[src/rtl/decodificador_teclado.sv]
// 4x4 keypad scanner/debouncer feeding a 20-digit packet to operacional.
// Optional macro TECLADO_TIMEOUT_EN adds the inactivity auto-clear of the buffer.
package decodificador_teclado_pkg;
    localparam int unsigned NUM_DIGITOS = 20;

    typedef struct packed {
        logic [NUM_DIGITOS-1:0][3:0] digits;
    } senhaPac_t;
endpackage

module decodificador_teclado
    import decodificador_teclado_pkg::*;
#(
    parameter int unsigned SCAN_CICLOS     = 4,
    parameter int unsigned DEBOUNCE_CICLOS = 20
`ifdef TECLADO_TIMEOUT_EN
    , parameter int unsigned TIMEOUT_CICLOS = 5000
`endif
) (
    input  logic       clk,
    input  logic       rst,
    input  logic       teclado_en,
    input  logic [3:0] lin_i,
    output logic [3:0] col_o,
    output senhaPac_t  digitos_value,
    output logic       digitos_valid
);

    localparam int unsigned SCAN_W = $clog2(SCAN_CICLOS + 1);
    localparam int unsigned DEB_W  = $clog2(DEBOUNCE_CICLOS + 1);

    typedef enum logic [1:0] {VARRE, DEBOUNCE, ACEITA, ESPERA_SOLTAR} estado_t;

    estado_t           estado, estado_nx;
    logic [DEB_W-1:0]  cnt, cnt_nx;
    logic [SCAN_W-1:0] scan_cnt, scan_nx;
    logic [1:0]        col_idx, col_idx_nx;
    logic [3:0]        lin_lat, lin_lat_nx;
    logic [3:0]        lin_m, lin_s;
    logic [3:0]        col_nx;
    logic [NUM_DIGITOS-1:0][3:0] digits_nx, base;
    logic              valid_nx, limpa_prox, limpa_nx;
    logic [1:0]        linha;
    logic              uma_linha, tecla_valida;
    logic [3:0]        tecla;

`ifdef TECLADO_TIMEOUT_EN
    localparam int unsigned TMO_W = $clog2(TIMEOUT_CICLOS + 1);
    logic [TMO_W-1:0]  tmo_cnt, tmo_nx;
    logic              tmo_hit;
    assign tmo_hit = (digitos_value.digits != '1) && (tmo_cnt == TMO_W'(TIMEOUT_CICLOS - 1));
`endif

    // Rows are asynchronous pins: two-flop synchronizer
    always_ff @(posedge clk or negedge rst) begin
        if (!rst) begin
            lin_m <= 4'hF;
            lin_s <= 4'hF;
        end else begin
            lin_m <= lin_i;
            lin_s <= lin_m;
        end
    end

    // Key code from latched row pattern and the frozen column
    always_comb begin
        uma_linha = 1'b1;
        linha     = 2'd0;
        tecla     = 4'hF;
        case (lin_lat)
            4'b1110: linha = 2'd0;
            4'b1101: linha = 2'd1;
            4'b1011: linha = 2'd2;
            4'b0111: linha = 2'd3;
            default: uma_linha = 1'b0;
        endcase
        if (linha == 2'd3) begin
            case (col_idx)
                2'd0:    tecla = 4'hA;
                2'd1:    tecla = 4'h0;
                2'd2:    tecla = 4'hB;
                default: tecla = 4'hF;
            endcase
        end else begin
            tecla = 4'd3 * {2'b00, linha} + {2'b00, col_idx} + 4'd1;
        end
    end

    assign tecla_valida = uma_linha && (col_idx != 2'd3);

    always_ff @(posedge clk or negedge rst) begin
        if (!rst) begin
            estado        <= VARRE;
            cnt           <= '0;
            scan_cnt      <= '0;
            col_idx       <= 2'd0;
            lin_lat       <= 4'hF;
            col_o         <= 4'b1110;
            digitos_value <= '1;
            digitos_valid <= 1'b0;
            limpa_prox    <= 1'b0;
`ifdef TECLADO_TIMEOUT_EN
            tmo_cnt       <= '0;
`endif
        end else begin
            estado        <= estado_nx;
            cnt           <= cnt_nx;
            scan_cnt      <= scan_nx;
            col_idx       <= col_idx_nx;
            lin_lat       <= lin_lat_nx;
            col_o         <= col_nx;
            digitos_value.digits <= digits_nx;
            digitos_valid <= valid_nx;
            limpa_prox    <= limpa_nx;
`ifdef TECLADO_TIMEOUT_EN
            tmo_cnt       <= tmo_nx;
`endif
        end
    end

    // Next state, scan position and debounce counter
    always_comb begin
        estado_nx  = estado;
        cnt_nx     = cnt;
        scan_nx    = scan_cnt;
        col_idx_nx = col_idx;
        lin_lat_nx = lin_lat;
        if (!teclado_en) begin
            estado_nx  = VARRE;
            cnt_nx     = '0;
            scan_nx    = '0;
            col_idx_nx = 2'd0;
        end else begin
            case (estado)
                VARRE: begin
                    if (lin_s != 4'hF) begin
                        estado_nx  = DEBOUNCE;
                        lin_lat_nx = lin_s;
                        cnt_nx     = '0;
                    end else if (scan_cnt == SCAN_W'(SCAN_CICLOS - 1)) begin
                        scan_nx    = '0;
                        col_idx_nx = col_idx + 2'd1;
                    end else begin
                        scan_nx = scan_cnt + SCAN_W'(1);
                    end
                end
                DEBOUNCE: begin
                    if (lin_s != lin_lat) begin
                        estado_nx  = VARRE;
                        cnt_nx     = '0;
                        scan_nx    = '0;
                        col_idx_nx = 2'd0;
                    end else if (cnt == DEB_W'(DEBOUNCE_CICLOS - 1)) begin
                        cnt_nx    = '0;
                        estado_nx = tecla_valida ? ACEITA : ESPERA_SOLTAR;
                    end else begin
                        cnt_nx = cnt + DEB_W'(1);
                    end
                end
                ACEITA: begin
                    estado_nx = ESPERA_SOLTAR;
                    cnt_nx    = '0;
                end
                ESPERA_SOLTAR: begin
                    if (lin_s != 4'hF) begin
                        cnt_nx = '0;
                    end else if (cnt == DEB_W'(DEBOUNCE_CICLOS - 1)) begin
                        estado_nx  = VARRE;
                        cnt_nx     = '0;
                        scan_nx    = '0;
                        col_idx_nx = 2'd0;
                    end else begin
                        cnt_nx = cnt + DEB_W'(1);
                    end
                end
                default: estado_nx = VARRE;
            endcase
        end
    end

    // Column drive, digit buffer, strobe and clear-on-next flag
    always_comb begin
        col_nx    = teclado_en ? ~(4'b0001 << col_idx_nx) : 4'hF;
        digits_nx = digitos_value.digits;
        base      = digitos_value.digits;
        valid_nx  = 1'b0;
        limpa_nx  = limpa_prox;
`ifdef TECLADO_TIMEOUT_EN
        tmo_nx    = tmo_cnt;
`endif
        if (!teclado_en) begin
            digits_nx = '1;
            limpa_nx  = 1'b0;
`ifdef TECLADO_TIMEOUT_EN
            tmo_nx    = '0;
`endif
        end else if (estado == ACEITA) begin
            base = limpa_prox ? '1 : digitos_value.digits;
`ifdef TECLADO_TIMEOUT_EN
            if (tmo_hit) base = '1;
            tmo_nx = '0;
`endif
            digits_nx = {base[NUM_DIGITOS-2:0], tecla};
            valid_nx  = 1'b1;
            limpa_nx  = (tecla == 4'hA) || (tecla == 4'hB);
        end
`ifdef TECLADO_TIMEOUT_EN
        else if (tmo_hit) begin
            digits_nx = '1;
            limpa_nx  = 1'b0;
            tmo_nx    = '0;
        end else if (digitos_value.digits != '1) begin
            tmo_nx = tmo_cnt + TMO_W'(1);
        end else begin
            tmo_nx = '0;
        end
`endif
    end

endmodule

[config.mk]
export PLATFORM = sky130hd
export DESIGN_NAME = decodificador_teclado
export DESIGN_NICKNAME = d
export VERILOG_FILES = /design/src/rtl/decodificador_teclado.sv
export SDC_FILE = /design/constraint.sdc
export NUM_CORES = 1
export LEC_CHECK = 0
export CORE_MARGIN = 2
export CORE_UTILIZATION = 45
export DETAILED_ROUTE_END_ITERATION = 12
export PLACE_DENSITY_LB_ADDON = 0.25
export SETUP_SLACK_MARGIN = 0.05
export SYNTH_ARGS = -nofsm -noshare
export SYNTH_HDL_FRONTEND = slang
export SYNTH_SLANG_ARGS = --single-unit
[constraint.sdc]
create_clock -name clk -period 2.68 [get_ports clk]
set_input_delay 0.536 -clock clk [delete_from_list [all_inputs] [get_ports clk]]
set_output_delay 0.536 -clock clk [all_outputs]
set_load 0.05 [all_outputs]
; ---- Yosys cells after proc, flatten, opt, wreduce, memory -nomap -nowiden
; Cells that the tools add are included.
[op_classes]
shift = 1
mux = 40
multipliers = 1
n_reduce_logical = 8
bitwise = 1
add_sub_neg = 5
n_eq_ne = 25
[ops]
columns = op, count
row1 = 80-bit two-way mux, 2
row2 = 76-bit two-way mux, 1
row3 = 5-bit two-way mux, 5
row4 = 2-bit two-way mux, 12
row5 = "4-bit equality test, second input constant", 5
row6 = 5-bit one-hot mux with 4 select lines, 1
row7 = 3-bit two-way mux, 6
row8 = "3-bit != test, second input constant", 5
row9 = 2-bit one-hot mux with 3 select lines, 2
row10 = 4-bit one-hot mux with 3 select lines, 1
row11 = 3-bit one-hot mux with 3 select lines, 1
row12 = "2-bit equality test, second input constant", 4
row13 = 4-bit two-way mux, 2
row14 = "4-bit != test, second input constant", 2
row15 = 2-bit one-hot mux with 4 select lines, 1
row16 = 1-bit two-way mux, 6
row17 = "5-bit by 1-bit adder with 5-bit output, second input constant", 1
row18 = "5-bit equality test, second input constant", 1
row19 = 5-bit AND reduction, 1
row20 = "4-bit by 1-bit adder with 4-bit output, second input constant", 1
row21 = 4-bit by 2-bit adder with 4-bit output, 1
row22 = "2-bit by 1-bit equality test with 1-bit output, second input constant", 2
row23 = "4-bit by 3-bit equality test with 1-bit output, second input constant", 1
row24 = 2-bit logical NOT, 2
row25 = other kinds (15), 15
[word_totals]
inputBits = 7
wordCells = 111
out_inout_bits = 85
regBits = 110

; ---- Logic depth before layout (Yosys ltp)
; Gate-level depths: netlist of the first run.
[depth]
ltp_word = 10
ltp_mapped = 11
ltp_nobuf = 10

; ---- Least setup slack after synthesis of the first run
; No wires, ideal clock.
[synth_path]
path_kind = flip-flop to flip-flop
from = register lin_lat[3]
to = register limpa_prox
period_less_slack_ps = 2513
path_slack_ps = 167
path_stages_with_launch = 12
required_time_ps = 2615
arrival_time_ps = 2448
setup_ps = 65
path_buffers = 1
path_cell_list = dfstp_2 buf_4 xor2_1 and3_1 fa_1 inv_1 fa_1 xor2_1 nor2_1 a211oi_1 nand3b_1 nand2_1
[synth_between]
elab_chain_len = 10
elab_cells_between_ends = 14
cone_classes = add/sub (2) / mul (1) / eq/ne (6) / mux (4) / reduce/logical (1)
[synth_lines]
columns = item, line_no
row1 = "start, declared", 38  ; logic [3:0] lin_lat, lin_lat_nx;
row2 = "start signal, assigned", 110  ; lin_lat <= lin_lat_nx;
row3 = 4-bit by 3-bit equality test with 1-bit output or 4-bit equality test (tied branches), 70  ; case (lin_lat)
row4 = 2-bit one-hot mux with 3 select lines (*), 70
row5 = 2-bit by 2-bit multiplier with 4-bit output, 85  ; tecla = 4'd3 * {2'b00, linha} + {2'b00, col_idx} + 4'd1;
row6 = 4-bit by 2-bit adder with 4-bit output, 85
row7 = 4-bit by 1-bit adder with 4-bit output, 85
row8 = 4-bit two-way mux (*), 77  ; if (linha == 2'd3) begin
row9 = 4-bit equality test, 205  ; limpa_nx = (tecla == 4'hA) || (tecla == 4'hB);
row10 = 1-bit logical OR (*), 205
row11 = 1-bit two-way mux (*), 197  ; end else if (estado == ACEITA) begin
row12 = 1-bit two-way mux (*), 191  ; if (!teclado_en) begin
row13 = "end signal, assigned", 114  ; limpa_prox <= limpa_nx;
row14 = "end, declared", 42  ; logic valid_nx, limpa_prox, limpa_nx;
; Mark *: on every way between the ends. The rest lies on a longest branch, timed or not. The select of a mux whose other input is x is not followed.
; A chain may end at the register's enable or synchronous reset.

; ---- Final worst setup path of the first run
; Same ends and word-level chain as after synthesis.

==> results of run 1 <==
## flip-flops by register name (all words and copies together), names as in the netlist
register       count
col_o              4
lin_s              4
lin_m              4
estado             2
cnt                5
digitos_valid      1
digitos_value     80
limpa_prox         1
scan_cnt           3
lin_lat            4
col_idx            2
## stage by stage
stage	util [%]	instance area, sq um	worst slack [ps]	hold WS (ps)	total power [mW]
2_1_floorplan	-	4540	167	240	1.91
3_3_place_gp	57.4	5610	145	346	1.98
3_5_place_dp	57.4	5610	44.7	347	2.00
4_1_cts	59.4	5810	106	355	2.94
5_1_grt	59.7	5830	63.6	365	3.06
6_report	59.7	5830	174	348	2.92
## power groups by stage
| stage | clock network, mW | registers [mW] | logic [mW] |
|---|---|---|---|
| after floorplan | 0 | 1.75 | 0.159 |
| after global placement | 0 | 1.75 | 0.228 |
| after detailed placement | 0 | 1.76 | 0.240 |
| after CTS | 0.968 | 1.73 | 0.242 |
| after global routing | 1.03 | 1.74 | 0.289 |
| final | 0.934 | 1.73 | 0.253 |
## worst max-delay path by stage
| stage | startpoint | depth (start not counted) | slack (ps) | endpoint |
|---|---|---|---|---|
| after floorplan | lin_lat[3] | 11 | 170 | limpa_prox |
| after global placement | lin_lat[3] | 10 | 150 | limpa_prox |
| after detailed placement | lin_lat[3] | 10 | 40 | limpa_prox |
| after CTS | lin_lat[3] | 10 | 110 | limpa_prox |
| after global routing | lin_lat[3] | 10 | 60 | limpa_prox |
| final | lin_lat[3] | 10 | 170 | limpa_prox |
## synth_stat cells, drive strengths merged (2+ instances only)
library cell	number
dfstp	95
o22a	82
nand2	16
dfrtp	15
nor2	14
clkbuf	13
o21ai	10
buf	9
ha	9
inv	9
xor2	8
a21oi	7
nand3	6
and3	5
nand2b	5
a211oi	3
a21o	2
fa	2
mux2	2
mux2i	2
nor2b	2
nor3	2
nor4	2
o211ai	2
## kinds of logic (layout without fill, tap and decap cells)
logic type	after synthesis	in the layout	synth area share (%)
compound gates	115	115	20.6
flops	110	110	63.3
simple gates	61	61	7.28
buf+inv	31	123	2.89
fa+ha+maj	11	11	3.36
xor+xnor	8	8	1.54
mux	4	4	1.02
## final cells by class
class | instances | share of cell area [%]
flip-flops and latches | 110 | 49.2
multi-input cells | 199 | 26.8
repair buffers | 98 | 17.3
well taps | 133 | 2.85
clock buffers | 10 | 2.19
clock inverters | 6 | 1.01
inverters | 9 | 0.579
## timing repair
item / CTS / global route
setup buffers: 0 / 1
endpoints found under the setup margin: 1 / 3
pin swaps: 0 / 3
gates resized for setup: 1 / 7
## worst reg2reg max path, delay by kind of cell, from the launching register on
family | cells | cell delay (ps)
fa+ha+maj | 2 | 900
flops | 1 | 600
simple gates | 4 | 440
compound gates | 1 | 250
xor+xnor | 2 | 220
buf+inv | 1 | 50
## layer usage
metal | vias to the layer above | part of all wire [%] | GRT usage [%]
met2 | 87 | 48 | 28.3
met4 | 0 | 1.2 | 6.18
met3 | 11 | 4.4 | 3.07
met1 | 1497 | 46 | 23.5
li1 | 1433 | - | -
met5 | - | 0 | 0
==> flow_summary.json, run 1 <==
{
  "syn_area_sq_mm": 0.00454,
  "final_cell_mix": "dfstp_2 (95), clkdlybuf4s50_1 (90), o22a_1 (81)",
  "clock-root-buffer": "clkbuf_8",
  "yosysWarnings": 0,
  "synth_ff_type": "dfstp_2",
  "status": "finished, final reports clean",
  "path_clk_slew_ps": 110,
  "hold_viol": 0,
  "wl_mm": 9.04,
  "dieArea_sq_mm": 0.0109,
  "seq_area_sq_mm": 0.00287,
  "io_buffers": 91,
  "syn-num-nets": 358,
  "die_w_um": 104,
  "drv_cap": 0,
  "switching_share_pct": 26.0,
  "slowest_delay_ps": 600,
  "hold_buffers": 0,
  "p_int_mw": 2.16,
  "num_vias": 3028,
  "fp.coreArea_sq_mm": 0.00977,
  "synth_edf_count": 0,
  "dr.pass1.iters": 4,
  "antenna_cells": 0,
  "multi_input_area_sq_mm": 0.00156,
  "grt_pass1_wl_mm": 15.5,
  "crit_family": "adder cells",
  "maxSlewViolCount": 0,
  "path_buf_inv": 1,
  "synthArstFlopShare_pct": 100,
  "setup_viol": 0,
  "via_per_inst": 5.36,
  "grt_pass1_vias": 3059,
  "r2r-end": "limpa_prox",
  "place_inst": 548,
  "antenna_found_initial": 0,
  "initial_core_util_pct": 46.4,
  "critical_path.cell_chain": "xor2_1 -> and3_4 -> fa_1 -> inv_2 -> fa_2 -> xor2_1 -> nor2_1 -> a211oi_2 -> nand3b_1 -> nand2_1",
  "rows": 36,
  "nFillCells": 817,
  "worst-r2r-cell-count": 10,
  "critPathMostFrequentCell": "xor2_1",
  "cp_slowest_cell": "dfstp_2",
  "switchingPower_uw": 760,
  "nets": 445,
  "grt_max_degree": 77,
  "vdd_ir_drop_max_uv": 311,
  "die_h_um": 104,
  "min_period_over_period_pct": 93.5,
  "ios": 92,
  "r2r_start": "lin_lat[3]",
  "p_leak_nw": 2.21,
  "yosysSeqAreaShare_pct": 63.3,
  "rrSetupSlack_ps": 170,
  "hp-class": "input pin to asynchronous set/reset pin",
  "netlist.area_leader.share_pct": 55.0,
  "synth_cell_type_count": 49,
  "combPwrFrac_pct": 8.7,
  "power_frac_seq_pct": 59.3,
  "area_delta_synth_final_pct": 28.4,
  "maxSlewHeadroom_pct": 61.7,
  "wl_per_cell_um": 16.0,
  "tritoncts": "yes",
  "final_common_cell": "dfstp_2",
  "powerDensity_mw_per_mm2": 501,
  "syn_inst": 340,
  "final_cells": 565,
  "arrival_ps": 2820,
  "max_freq_ghz": 0.399,
  "drive_above_1_share_pct": 31.3,
  "synth_seq_cells": 110,
  "clk_latency_ps": 370,
  "finClkSkew_ps": 14.7,
  "crit_path_max_fanout": 6,
  "synth_area_leader_cell": "dfstp_2",
  "tightest_slew_ps": 572,
  "grt_overflow": 0,
  "synthTopCellsByArea": "dfstp_2 (55%), o22a_1 (16%), dfrtp_1 (8.3%), ha_1 (2.5%), xor2_1 (1.5%)",
  "synth_area_per_cell_sq_um": 13.4,
  "critPathRequiredTime_ps": 3000,
  "drt-initial-drc-count": 100,
  "tns_ps": 0,
  "place_congestion": 0.872,
  "drc": 0,
  "rsz0062_at_grt": "no",
  "dpl.hpwl_mm": 6.18,
  "cts.sinks": 110,
  "clockBufferDepth": 2,
  "critPathLaunchType": "flip-flop",
  "cts_buffers": 9,
  "end_kind": "flip-flop",
  "post-route-min-period_ps": 2510,
  "ant_nets": 0,
  "cts_max_level": 3,
  "clkPwrFrac_pct": 32.0,
  "crit_type": "flip-flop to flip-flop",
  "grt_usage_pct": 17.4
}
Note: power is estimated with default switching activity, not from simulation.
==> inputs of run 2 (changes only) <==
Settings changed: ABC_AREA from default to 1.
==> flow_summary.json, run 2 <==
{
  "reg_top3": "digitos_value x80, cnt x5",
  "wl_per_cell_um": 14.2,
  "synth.most_common_cell": "inv_1",
  "final_cell_mix": "inv_1 (102), dfstp_2 (95), clkdlybuf4s50_1 (90)",
  "synthMuxAreaShare_pct": 0,
  "powerDensity_mw_per_mm2": 533,
  "grt_pass1_wl_mm": 16.2,
  "cts_max_level": 3,
  "path_buf_inv": 3,
  "ys_top_cells_by_count": "inv_1 (103), dfstp_2 (95), a22oi_1 (58)",
  "clock-root-buffer": "clkbuf_8",
  "die_h_um": 108,
  "synth_area_leader_cell": "dfstp_2",
  "cts.sinks": 110,
  "synth_area_per_cell_sq_um": 10.5,
  "yosysSeqAreaShare_pct": 59.2,
  "end_kind": "flip-flop",
  "grt_overflow": 0,
  "maxSlewViolCount": 0,
  "min_period_over_period_pct": 91.4,
  "yosysWarnings": 0,
  "area_delta_synth_final_pct": 25.1,
  "slowest_delay_ps": 560,
  "p_leak_nw": 3.06,
  "path_clk_slew_ps": 100,
  "status": "finished, final reports clean",
  "setup_viol": 0,
  "antenna_found_initial": 0,
  "hold_viol": 0,
  "rows": 37,
  "syn_area_sq_mm": 0.00485,
  "critPathLaunchType": "flip-flop",
  "post-route-min-period_ps": 2450,
  "largest_reg_flops": 80,
  "fin_util_pct": 58.2,
  "via_per_inst": 5.06,
  "drt-initial-drc-count": 167,
  "grt_usage_pct": 17.5,
  "io_buffers": 91,
  "hp-class": "input pin to asynchronous set/reset pin",
  "synthArstFlopShare_pct": 100,
  "nets": 572,
  "drive_above_1_share_pct": 23.5,
  "dpl_cell_area_sq_mm": 0.00587,
  "synth_compound_area_share_pct": 14.9,
  "maxSlewHeadroom_pct": 58.7,
  "vdd_ir_drop_max_uv": 284,
  "post_cts_buffers": 0,
  "crit_path_max_fanout": 4,
  "cp_slowest_cell": "dfstp_2",
  "die_w_um": 108,
  "hold_buffers": 0,
  "crit_type": "flip-flop to flip-flop",
  "cts_resized": 0,
  "grt_max_degree": 62,
  "wl_mm": 9.86,
  "synth_edf_count": 0,
  "drv_cap": 0,
  "ant_nets": 0,
  "fp.coreArea_sq_mm": 0.0104,
  "critPathRequiredTime_ps": 3000,
  "syn-num-nets": 478,
  "rsz0062_at_grt": "no",
  "max_freq_ghz": 0.408,
  "tns_ps": 0,
  "cts_buffers": 9,
  "place_congestion": 0.867,
  "num_vias": 3515,
  "total_power_mw": 3.23,
  "synth_seq_cells": 110,
  "synth-simple-area-share_pct": 11.0,
  "antenna_cells": 0,
  "ios": 92,
  "dieArea_sq_mm": 0.0116,
  "netlist.area_leader.share_pct": 51.5,
  "crit_family": "adder cells",
  "arrival_ps": 2760,
  "final_common_cell": "inv_1",
  "dpl.hpwl_mm": 7.05,
  "stdcell_area_sq_mm": 0.00607,
  "synthTopCellsByArea": "dfstp_2 (51%), a22oi_1 (9.0%), inv_1 (8.0%), dfrtp_1 (7.7%), nand2_1 (4.3%)",
  "clk_latency_ps": 360,
  "synth_top_family_by_area": "compound AO/OA/AOI/OAI gates",
  "initial_core_util_pct": 46.6,
  "drc": 0,
  "critPathMostFrequentCell": "inv_1",
  "syn_inst": 460,
  "grt_pass1_vias": 3337,
  "place_inst": 679,
  "critical_path.cell_chain": "nand2_1 -> nand3_1 -> inv_1 -> fa_1 -> inv_1 -> fa_1 -> xnor2_1 -> nand2_1 -> o211ai_1 -> o21ai_0 -> inv_1",
  "synth_cell_type_count": 32,
  "tightest_slew_ps": 619,
  "tritoncts": "yes",
  "finClkSkew_ps": 12.2,
  "regMostFlops": "digitos_value",
  "synth-xor-area-share_pct": 0.722,
  "final_cells": 694,
  "synth_ff_type": "dfstp_2",
  "clockBufferDepth": 2,
  "dr.pass1.iters": 4,
  "synthAdderAreaFrac_pct": 3.15
}
-- run 2: final timing paths --
path                            start                 to  slack (ps)  depth (start not counted)
max                        lin_lat[2]   digitos_value[2]         230                         11
min                               rst         col_idx[0]         180                          1
max reg2reg                lin_lat[2]   digitos_value[2]         230                         11
min reg2reg                  lin_m[1]           lin_s[1]         360                          0
max in group asynchronous         rst  digitos_value[13]        1680                          2
min in group clk             lin_m[1]           lin_s[1]         360                          0
-- run 2: worst register-to-register path, stage by stage, from the launching register on --
cell      delay (ps)
dfstp_2          560
nand2_1          100
nand3_1          110
inv_1             90
fa_1             540
inv_1             60
fa_1             400
xnor2_1          180
nand2_1           70
o211ai_1         110
o21ai_0          120
inv_1             60
-- run 2: layout make-up --
| type | count | area, sq um |
|---|---|---|
| Clock buffer | 12 | 166 |
| Clock inverter | 3 | 26.3 |
| Fill cell | 895 | 4350 |
| Inverter | 105 | 394 |
| Multi-Input combinational cell | 228 | 1450 |
| Sequential cell | 110 | 2870 |
| Tap cell | 136 | 170 |
| Timing Repair Buffer | 100 | 988 |
-- run 2: report_power, final --
group	switching [mW]	total [mW]	internal (mW)
Combinational	0.328	0.487	0.159
Clock	0.546	0.969	0.423
Sequential	0.0427	1.78	1.74
Total	0.917	3.23	2.32
-- run 2: through the flow --
step                hold slack, ps  setup WS [ps]
finish                         185            230
global route                   216           57.1
CTS                            189            162
detailed placement             347            196
global placement               345            299
floorplan                      240            382
-- run 2: cells by family after synthesis --
logic type | after synthesis
xor+xnor | 4
compound gates | 103
fa+ha+maj | 11
buf+inv | 122
simple gates | 110
flops | 110
-- run 2: per-layer routing --
metal,vias up,GRT usage [%],wire length [um]
li1,1699,-,-
met1,1736,23.7,4460
met2,69,28.6,4910
met3,11,2.78,352
met4,0,6.23,137
met5,-,0,0
